<file path="src/rtl/uart_rx.sv">
// UART receiver: 16x oversampled, 5-8 data bits, optional odd/even parity, 1-2 stop bits.
// A completed frame is presented one clk after the final stop sample, with sticky overrun tracking.
module uart_rx (
  input  logic       clk,
  input  logic       rst_n,
  input  logic       tick,
  input  logic       rx,
  input  logic [1:0] data_bit_num,
  input  logic       stop_bit_num,
  input  logic       parity_en,
  input  logic       parity_type,
  input  logic       rx_rd,
  output logic [7:0] rx_data,
  output logic       rx_valid,
  output logic       parity_err,
  output logic       frame_err,
  output logic       overrun_err,
  output logic       rts_n
);

  typedef enum logic [1:0] {
    IDLE  = 2'd0,
    START = 2'd1,
    DATA  = 2'd2,
    STOP  = 2'd3
  } state_t;

  function automatic logic exp_parity(input logic [7:0] d, input logic even);
    return even ? (^d) : (~^d);
  endfunction

  state_t     state_r, state_nxt_s;
  logic       rx_meta_r, rx_sync_r;
  logic [3:0] tick_cnt_r;
  logic [3:0] bit_cnt_r;
  logic       stop_cnt_r;
  logic [7:0] shift_r;
  logic       par_bit_r;
  logic       frm_acc_r;
  logic       commit_r;
  logic [7:0] rx_data_r;
  logic       rx_valid_r, parity_err_r, frame_err_r, overrun_r, pending_r;

  logic [3:0] num_data_s, total_s;
  logic       sample_s, last_data_s, last_stop_s, commit_s, start_s;

  assign num_data_s = 4'd5 + {2'b00, data_bit_num};
  assign total_s    = num_data_s + {3'b000, parity_en};

  // Two-flop synchronizer for the asynchronous serial line
  always_ff @(posedge clk or negedge rst_n) begin
    if (!rst_n) begin
      rx_meta_r <= 1'b1;
      rx_sync_r <= 1'b1;
    end else begin
      rx_meta_r <= rx;
      rx_sync_r <= rx_meta_r;
    end
  end

  // FSM state register
  always_ff @(posedge clk or negedge rst_n) begin
    if (!rst_n) begin
      state_r <= IDLE;
    end else begin
      state_r <= state_nxt_s;
    end
  end

  // FSM next-state logic; transitions happen only on tick edges
  always_comb begin
    state_nxt_s = state_r;
    case (state_r)
      IDLE: begin
        if (tick && !rx_sync_r) state_nxt_s = START;
        else                    state_nxt_s = IDLE;
      end
      START: begin
        if (tick && tick_cnt_r == 4'd7) state_nxt_s = rx_sync_r ? IDLE : DATA;
        else                            state_nxt_s = START;
      end
      DATA: begin
        if (sample_s && last_data_s) state_nxt_s = STOP;
        else                         state_nxt_s = DATA;
      end
      STOP: begin
        if (sample_s && last_stop_s) state_nxt_s = IDLE;
        else                         state_nxt_s = STOP;
      end
      default: state_nxt_s = IDLE;
    endcase
  end

  // FSM output strobes
  always_comb begin
    sample_s    = tick && (tick_cnt_r == 4'd15) && (state_r == DATA || state_r == STOP);
    last_data_s = (bit_cnt_r == total_s - 4'd1);
    last_stop_s = (stop_cnt_r == stop_bit_num);
    commit_s    = sample_s && (state_r == STOP) && last_stop_s;
    start_s     = (state_r == IDLE) && (state_nxt_s == START);
  end

  // Bit-timing counter and frame assembly datapath
  always_ff @(posedge clk or negedge rst_n) begin
    if (!rst_n) begin
      tick_cnt_r <= 4'd0;
      bit_cnt_r  <= 4'd0;
      stop_cnt_r <= 1'b0;
      shift_r    <= 8'h00;
      par_bit_r  <= 1'b0;
      frm_acc_r  <= 1'b0;
    end else if (tick) begin
      if (state_nxt_s != state_r || sample_s) tick_cnt_r <= 4'd0;
      else                                    tick_cnt_r <= tick_cnt_r + 4'd1;
      if (start_s) begin
        bit_cnt_r  <= 4'd0;
        stop_cnt_r <= 1'b0;
        shift_r    <= 8'h00;
        par_bit_r  <= 1'b0;
        frm_acc_r  <= 1'b0;
      end else if (sample_s && state_r == DATA) begin
        // Data bits land by index so unused upper bits stay zero
        if (bit_cnt_r < num_data_s) shift_r[bit_cnt_r[2:0]] <= rx_sync_r;
        else                        par_bit_r <= rx_sync_r;
        bit_cnt_r <= last_data_s ? 4'd0 : bit_cnt_r + 4'd1;
      end else if (sample_s && state_r == STOP) begin
        frm_acc_r  <= frm_acc_r | ~rx_sync_r;
        stop_cnt_r <= last_stop_s ? 1'b0 : stop_cnt_r + 1'b1;
      end else begin
        bit_cnt_r <= bit_cnt_r;
      end
    end else begin
      tick_cnt_r <= tick_cnt_r;
    end
  end

  // Commit strobe delayed one clk so the final stop sample is folded into frm_acc_r
  always_ff @(posedge clk or negedge rst_n) begin
    if (!rst_n) commit_r <= 1'b0;
    else        commit_r <= commit_s;
  end

  // Registered frame results, held until the next commit
  always_ff @(posedge clk or negedge rst_n) begin
    if (!rst_n) begin
      rx_data_r    <= 8'h00;
      rx_valid_r   <= 1'b0;
      parity_err_r <= 1'b0;
      frame_err_r  <= 1'b0;
    end else begin
      rx_valid_r <= commit_r;
      if (commit_r) begin
        rx_data_r    <= shift_r;
        parity_err_r <= parity_en & (par_bit_r ^ exp_parity(shift_r, parity_type));
        frame_err_r  <= frm_acc_r;
      end else begin
        rx_data_r <= rx_data_r;
      end
    end
  end

  // Consumer handshake: pending and sticky overrun
  always_ff @(posedge clk or negedge rst_n) begin
    if (!rst_n) begin
      pending_r <= 1'b0;
      overrun_r <= 1'b0;
    end else begin
      if (commit_r)   pending_r <= 1'b1;
      else if (rx_rd) pending_r <= 1'b0;
      else            pending_r <= pending_r;
      if (commit_r && pending_r && !rx_rd) overrun_r <= 1'b1;
      else if (rx_rd)                      overrun_r <= 1'b0;
      else                                 overrun_r <= overrun_r;
    end
  end

  assign rx_data     = rx_data_r;
  assign rx_valid    = rx_valid_r;
  assign parity_err  = parity_err_r;
  assign frame_err   = frame_err_r;
  assign overrun_err = overrun_r;
  // Not-ready is forced while in reset, otherwise mirrors pending
  assign rts_n       = pending_r | ~rst_n;

endmodule
</file>
<file path="config.mk">
export PLATFORM = sky130hd
export DESIGN_NAME = uart_rx
export DESIGN_NICKNAME = d
export VERILOG_FILES = /design/src/rtl/uart_rx.sv
export SDC_FILE = /design/constraint.sdc
export NUM_CORES = 1
export LEC_CHECK = 0
export CORE_ASPECT_RATIO = 0.7
export CORE_MARGIN = 3
export CORE_UTILIZATION = 30
export CTS_BUF_LIST = sky130_fd_sc_hd__clkbuf_16
export DETAILED_ROUTE_END_ITERATION = 10
export GPL_ROUTABILITY_DRIVEN = 0
export PLACE_DENSITY = 0.47
export RECOVER_POWER = 50
export SLEW_MARGIN = 15
export SYNTH_ARGS = -nofsm -noshare
export SYNTH_HDL_FRONTEND = slang
export SYNTH_SLANG_ARGS = --single-unit
</file>
<file path="constraint.sdc">
create_clock -name clk -period 4.83 [get_ports clk]
set_clock_uncertainty 0.15 [all_clocks]
set_input_delay 0.966 -clock clk [delete_from_list [all_inputs] [get_ports clk]]
set_output_delay 0.966 -clock clk [all_outputs]
set_load 0.01 [all_outputs]
</file>
==> results of run 1 <==
==> per-layer routing <==
layer	vias to the layer above	GRT usage
met3	5	0.0408
met1	629	0.183
met2	28	0.156
met4	0	0.0398
met5	-	0
li1	693	-
==> power groups by stage <==
stage	clock (µW)	sequential, µW	combinational, µW
2_1_floorplan	0	383	142
3_3_place_gp	0	410	169
3_5_place_dp	0	409	168
4_1_cts	440	404	169
5_1_grt	452	413	190
6_report	429	404	166
==> logic make-up after synthesis <==
group,after synthesis,synth area share
simple gates,64,0.171
flops,37,0.465
compound gates,28,0.0884
xor+xnor,17,0.0746
buf+inv,17,0.0470
mux,16,0.0915
fa+ha+maj,10,0.0627
==> cell usage after synthesis, types with 4 or more instances <==
cell,count,share of area
xor2_1,6,0.026
nand2_1,15,0.028
nor2_1,15,0.028
o21ai_0,9,0.023
nor3_1,6,0.015
xnor2_1,11,0.048
dfrtp_1,35,0.44
and3_2,4,0.015
inv_1,7,0.013
a21oi_1,6,0.015
buf_4,5,0.019
mux2_2,14,0.079
nand4_1,5,0.016
ha_1,10,0.063
==> worst paths after layout <==
| path | end | cells past startpoint | startpoint | slack, ns |
|---|---|---|---|---|
| max in group asynchronous | stop_cnt_r | 2 | rst_n | 2.00 |
| min | rx_sync_r | 0 | rx_meta_r | 0.21 |
| min in group asynchronous | bit_cnt_r[2] | 2 | rst_n | 1.37 |
| max | shift_r[1] | 9 | data_bit_num[0] | 1.64 |
| min reg2reg | rx_sync_r | 0 | rx_meta_r | 0.21 |
| max reg2reg | shift_r[6] | 6 | tick_cnt_r[0] | 2.43 |
==> registers in the layout, summed over array words and instances, names as in the netlist <==
name         flops
shift_r          8
rx_valid         1
bit_cnt_r        4
overrun_err      1
rx_data          8
stop_cnt_r       1
rx_sync_r        1
rx_meta_r        1
par_bit_r        1
tick_cnt_r       4
state_r          2
pending_r        1
commit_r         1
parity_err       1
frm_acc_r        1
frame_err        1
==> through the flow <==
step                hold WS (ns)  cell area, µm²  instances
floorplan                  0.195            2000        189
global placement           0.196            2270        293
detailed placement         0.200            2270        293
CTS                        0.209            2460        301
global route               0.209            2450        301
finish                     0.207            2450        301
==> cell type report <==
cell class,instances,share of cell area
multi-input combinational,135,0.397
sequential,37,0.378
timing repair buffer,23,0.0887
clock buffer,5,0.0510
tap,91,0.0464
clock inverter,3,0.0280
inverter,7,0.0107
==> results summary, run 1 <==
The sequential cell area came out at 928 µm². The number of warnings printed during yosys synthesis came out at 0. Buffers added to address setup during post-CTS repair amount to 0. TritonCTS created 5 clock buffers. Dividing the final minimum period by the clock period gives 0.661. The cell with the largest stage delay on the worst path is clkdlybuf4s50_1. The wire length of the first global-routing pass is 7160 µm. The top layer reached by signal wires is met4. The met1 layer wirelength in the final routing came out at 2380 µm. The post-detailed-route wirelength per cell is 13.5 µm. The buffer levels on the longest clock path is 2. For this run, design rule violations remaining after detail routing come to 0. The violation count after the first detailed-routing iteration came out at 52. The number of antenna violations at the first check in global routing is 0. Of the total power, combinational logic draws 0.166. The critical path buffer and inverter count is 2.

The transition time at the pin with the least slew margin is 2.03 ns. The met2 wire length is 1460 µm. The largest stage delay on the critical path is 0.49 ns. The remaining global-route overflow is 0.

Internal power comes to 734 µW. The die covers 7690 µm². The signal on the critical path passes through clkdlybuf4s50_1, ha_1, inv_1, ha_1, o21ai_0, a21oi_1, nor2_1, nand4_1, mux2_2.

The number of max-capacitance violations reported came out at 1. The later pin in the worst-skew pair is clocked with a latency of 0.28 ns. The shortest period the worst path allows is 3.19 ns. The number of library cell types mapped by synthesis came out at 38. Counting flops and latches in the post-synthesis netlist gives 37. The clock sink count is 37.

The share of post-route cells with drive strength above 1 is 0.167. Setup repair after global routing left no endpoint under its margin. The clock network fraction of design power is 0.429. 0 antenna diodes ended up in the layout. In this run the power density over the cells is 407 nW/µm².

The maximum number of pins on one net before global-route repair came out at 38. The number of enable-type register cells in the synthesized netlist is 0. Of the synthesized area, sequential elements account for 0.465. In this run the static leakage power is 0.00109 µW. The final-stage net count came out at 229.

The via count of the first global-routing pass came out at 1353. After routing, the total negative slack on setup checks comes to 0 ns. Data on the critical path is required at its endpoint by 4.85 ns.

The total count of hold-check failures in the final report is 0. The initial utilization of the core area, before any placement, comes to 0.315. The number of hold buffers added after CTS was 0. The worst pin sits at a relative slew slack of -0.356. The CTS clock-pin slew for the worst setup and hold paths is 0.06 ns.

The via density per instance is 4.50. The standard-cell row count came out at 24. Grouping stages by cell kind, the critical path spends the most delay in adder cells. The post-synthesis async set-or-reset flop share came out at 1.00. Relative to the synthesized area, the layout overhead comes to 22.9%. The top flip-flop cell by instance count after synthesis is dfrtp_1. The total count of max-transition violations in the final report came out at 38.

The first detailed-routing pass ran for 4 iterations. STA puts the critical path data arrival time at 3.21 ns. The gate count of the mapped netlist is 189. TritonCTS built the clock tree. The post-route worst setup slack is 1.64 ns. STA classifies the critical path endpoint as a flop.

The overall via count from detail_route came out at 1355. The maximum ir drop on the vdd rail is 152 µV. The area of the multi-input gates is 975 µm². After legalization and detailed placement, the total HPWL measured 2830 µm. The synthesized net count came out at 209.

Leaving out fill and tap cells, the most frequent cell in the layout is dfrtp_1. The wire length reported by the detailed router came out at 4050 µm. The startpoint type of the worst setup path is a primary input. The fraction of power spent switching nets is 0.265. The H-tree was split into 2 levels. For this design the top-level I/O count stands at 23. The run finished, with violations left. The switching power is 264 µW.

In the global route stage, overall resource usage came out at 0.120. The power share of the sequential group is 0.405. The vertical extent of the die came out at 74.3 µm. Total power for the finished layout comes to 998 µW.

The checks that failed: max-capacitance violations, max-slew violations. From left edge to right edge, the die measures 104 µm. The final-report setup violation count came out at 0. The core region is 6340 µm². The largest fanout on the critical path is 4. The critical path in this run is classified as primary input to flop. The cell seen most often among critical-path stages is ha_1. The cell area that synthesis handed to floorplanning was 2000 µm². Once the clock tree was built, the resizer swapped 0 gates to a different size. In the layout the commonest cells are dfrtp_1 (35), clkdlybuf4s50_1 (20), nor2_1 (15), nand2_1 (15), mux2_2 (14).

The utilization of the core after routing came out at 0.387. The number of fill cells is 621. The number of antenna-violating nets in the routed design came out at 0. Prior to clock tree synthesis, the placed netlist has a worst setup slack of 1.35 ns. During placement, the flow inserted port buffers numbering 22. The wire length on met3 is 178 µm. Each instance of the synthesized netlist takes up on average 10.6 µm². The clock tree root driver cell is clkbuf_16. The worst hold path belongs to the class flop to flop. Based on the critical path, the design can be clocked at up to 313 MHz.
No activity file was read; power rests on OpenSTA's default activity.
==> run 2: changes to the inputs <==
- PLACE_DENSITY: 0.47 -> 0.49
- clock period: 4.83 -> 2.7 ns (I/O delays scaled with it)
==> run 2 against run 1 <==
The flow now finishes without violations; first-iteration DRC count decreased by 13%; hold slack got worse by 0.0024 ns; sequential cell count unchanged; final area increased by 4.8%; final cell count increased by 6.0%.
==> results summary, run 2 (synthesized netlist as in run 1, its figures left out) <==
The wire length reported by the detailed router is 4320 µm (+6.6%). The clock sink count came out at 37 (unchanged). The number of max-capacitance violations reported came out at 0 (-1). The core box area was 6340 µm² (unchanged). The power per cell area is 657 nW/µm² (+62%). The largest stage delay on the critical path is 0.49 ns (about the same). The TritonCTS buffer count came to 5 (unchanged). The vertical extent of the die is 74.3 µm (unchanged).

The relative max-transition margin is 0.379 (+0.735). The via density per instance came out at 4.55 (+0.97%). The effective utilization at floorplan came to 0.315 (unchanged). The overall global routing resource usage came to 0.126 (+0.00624). The transition time at the pin with the least slew margin was 0.931 ns (-1.10 ns).

The standard-cell row count came out at 24 (unchanged). The number of hold buffers added after cts is 0 (unchanged). The worst-skew pair later-pin latency is 0.28 ns (about the same). The post-detailed-route wirelength per cell is 13.5 µm (+0.55%). The number of I/O pins came out at 23 (unchanged). The run finished with clean final reports. The maximum number of pins on one net before global-route repair is 38 (unchanged). TritonCTS built the clock tree. The most numerous cell type found on the critical path is ha_1. The number of antenna repair diodes came out at 0 (unchanged).

The number of remaining DRC errors is 0 (unchanged). The final standard cell count with taps included and fillers excluded is 319 (+6.0%). The leading cell type in the layout, fill and taps excluded is dfrtp_1. The CTS clock-pin slew for the worst setup and hold paths is 0.05 ns (about the same). The total die area is 7690 µm² (unchanged). The overall power of the completed layout is 1690 µW (+69%).

Dividing the final minimum period by the clock period gives 0.947. The chip width is 104 µm (unchanged). In this run the worst hold path is classified as flop to flop. STA classifies the critical path endpoint as a flop. The final-report setup violation count is 0 (unchanged). The number of detailed-routing iterations run before antenna repair came out at 4 (unchanged).

The port buffer count is 22 (unchanged). Walking the worst path, the cells encountered are clkdlybuf4s50_1, ha_1, inv_1, ha_1, o21ai_1, a21oi_2, nor4_4, buf_4, nand3_2, mux2_4. The detailed placer's ending HPWL is 3070 µm (+8.6%). The total count of max-transition violations in the final report is 0 (-100%). The violation count after the first detailed-routing iteration was 45 (-13%).

The buffer levels on the longest clock path came out at 2 (unchanged). The worst endpoint required time came to 2.71 ns (-2.14 ns). The number of antenna-violating nets in the routed design is 0 (unchanged). The maximum clock rate is 391 MHz. On the critical path, the stage with the largest delay is an instance of clkdlybuf4s50_1. The remaining global-route overflow is 0 (unchanged). The startpoint type of the worst setup path is a primary input. The clock tree root driver cell is clkbuf_16. The maximum ir drop on the vdd rail is 411 µV (+170%).

The top cell types in the final layout, fill and taps aside, are dfrtp_1 (35), clkdlybuf4s50_1 (18), buf_4 (18), nor2_1 (15), nand2_1 (15). The largest fanout on the critical path came to 3 (-1). The overall via count from detail_route came out at 1450 (+7.0%). The wire length of the first global-routing pass came to 7590 µm (+6.0%).

The shortest period the worst path allows is 2.56 ns. Setup repair after global routing left no endpoint under its margin. The area growth from synthesis to final layout is 28.8%. The number of antenna violations at the first check in global routing came out at 0 (unchanged). The via count of the first global-routing pass was 1476 (+9.1%). The leakage power was 0.00118 µW (+8.3%).

The start-to-end type of the worst setup path is primary input to flop. The share of post-route cells with drive strength above 1 is 0.237 (+0.0702). The final-stage net count came to 247 (+7.9%). The total count of hold-check failures in the final report is 0 (unchanged). The arrival time at the worst endpoint is 2.57 ns (-0.64 ns).

The total placed cells including tap cells is 309 (+5.5%). The total number of H-tree levels came out at 2 (unchanged).
## run 2: metal layers
| metal | vias to the layer above | track usage | share of wire |
|---|---|---|---|
| met5 | - | 0 | 0 |
| met4 | 0 | 0.0369 | 0.0097 |
| met3 | 8 | 0.0408 | 0.046 |
| met2 | 25 | 0.179 | 0.39 |
| met1 | 684 | 0.185 | 0.56 |
| li1 | 733 | - | - |
## run 2: worst max-delay path: cells and delay by family
| family | cells | cell delay (ns) |
|---|---|---|
| AND/OR/NAND/NOR | 2 | 0.31 |
| multiplexers | 1 | 0.31 |
| AO/OA/AOI/OAI | 2 | 0.20 |
| adder cells (fa/ha/maj) | 2 | 0.49 |
| buffers and inverters | 3 | 0.70 |
## run 2: cell type report
cell class	instances	area, µm²
Fill cell	624	3760
Multi-Input combinational cell	135	985
Sequential cell	37	928
Timing Repair Buffer	41	357
Clock buffer	5	125
Tap cell	91	114
Clock inverter	3	37.5
Inverter	7	26.3
## run 2: per-stage QoR
stage	TNS (ns)	hold WS, ns	worst slack (ns)	cell area [µm²]	utilization
3_5_place_dp	-2.11	0.197	-0.235	2390	0.377
5_1_grt	0	0.210	0.0166	2570	0.406
3_3_place_gp	-1.68	0.196	-0.200	2390	0.377
2_1_floorplan	0	0.0944	0.372	2000	-
4_1_cts	0	0.205	0.0562	2550	0.402
6_report	0	0.205	0.143	2570	0.406
## run 2: path summary, 6_finish.rpt
kind | startpoint | endpoint | slack (ns) | cells after the start
worst max-delay path | data_bit_num[1] | shift_r[6] | 0.14 | 10
worst min register to register | rx_meta_r | rx_sync_r | 0.21 | 0
worst max register to register | tick_cnt_r[0] | shift_r[7] | 0.44 | 6
worst min-delay path | rx_meta_r | rx_sync_r | 0.21 | 0
min in group asynchronous | rst_n | bit_cnt_r[1] | 0.55 | 2
max in group asynchronous | rst_n | commit_r | 1.27 | 2
## run 2: what timing repair did
action,in CTS,in global routing
buffers inserted,0,2
resized for setup,0,4
setup endpoints to repair,0,7
## run 2: report_power, final
group | leakage [µW] | internal (µW) | switching [µW]
combinational | 0.000617 | 168 | 156
clock | 0.0000826 | 429 | 219
sequential | 0.000481 | 630 | 89.4
==> run 3: changes to the inputs <==
- GPL_ROUTABILITY_DRIVEN: 0 -> 1
==> results of run 3 <==
Final layout, timing and power as in run 2 (identical DEF).
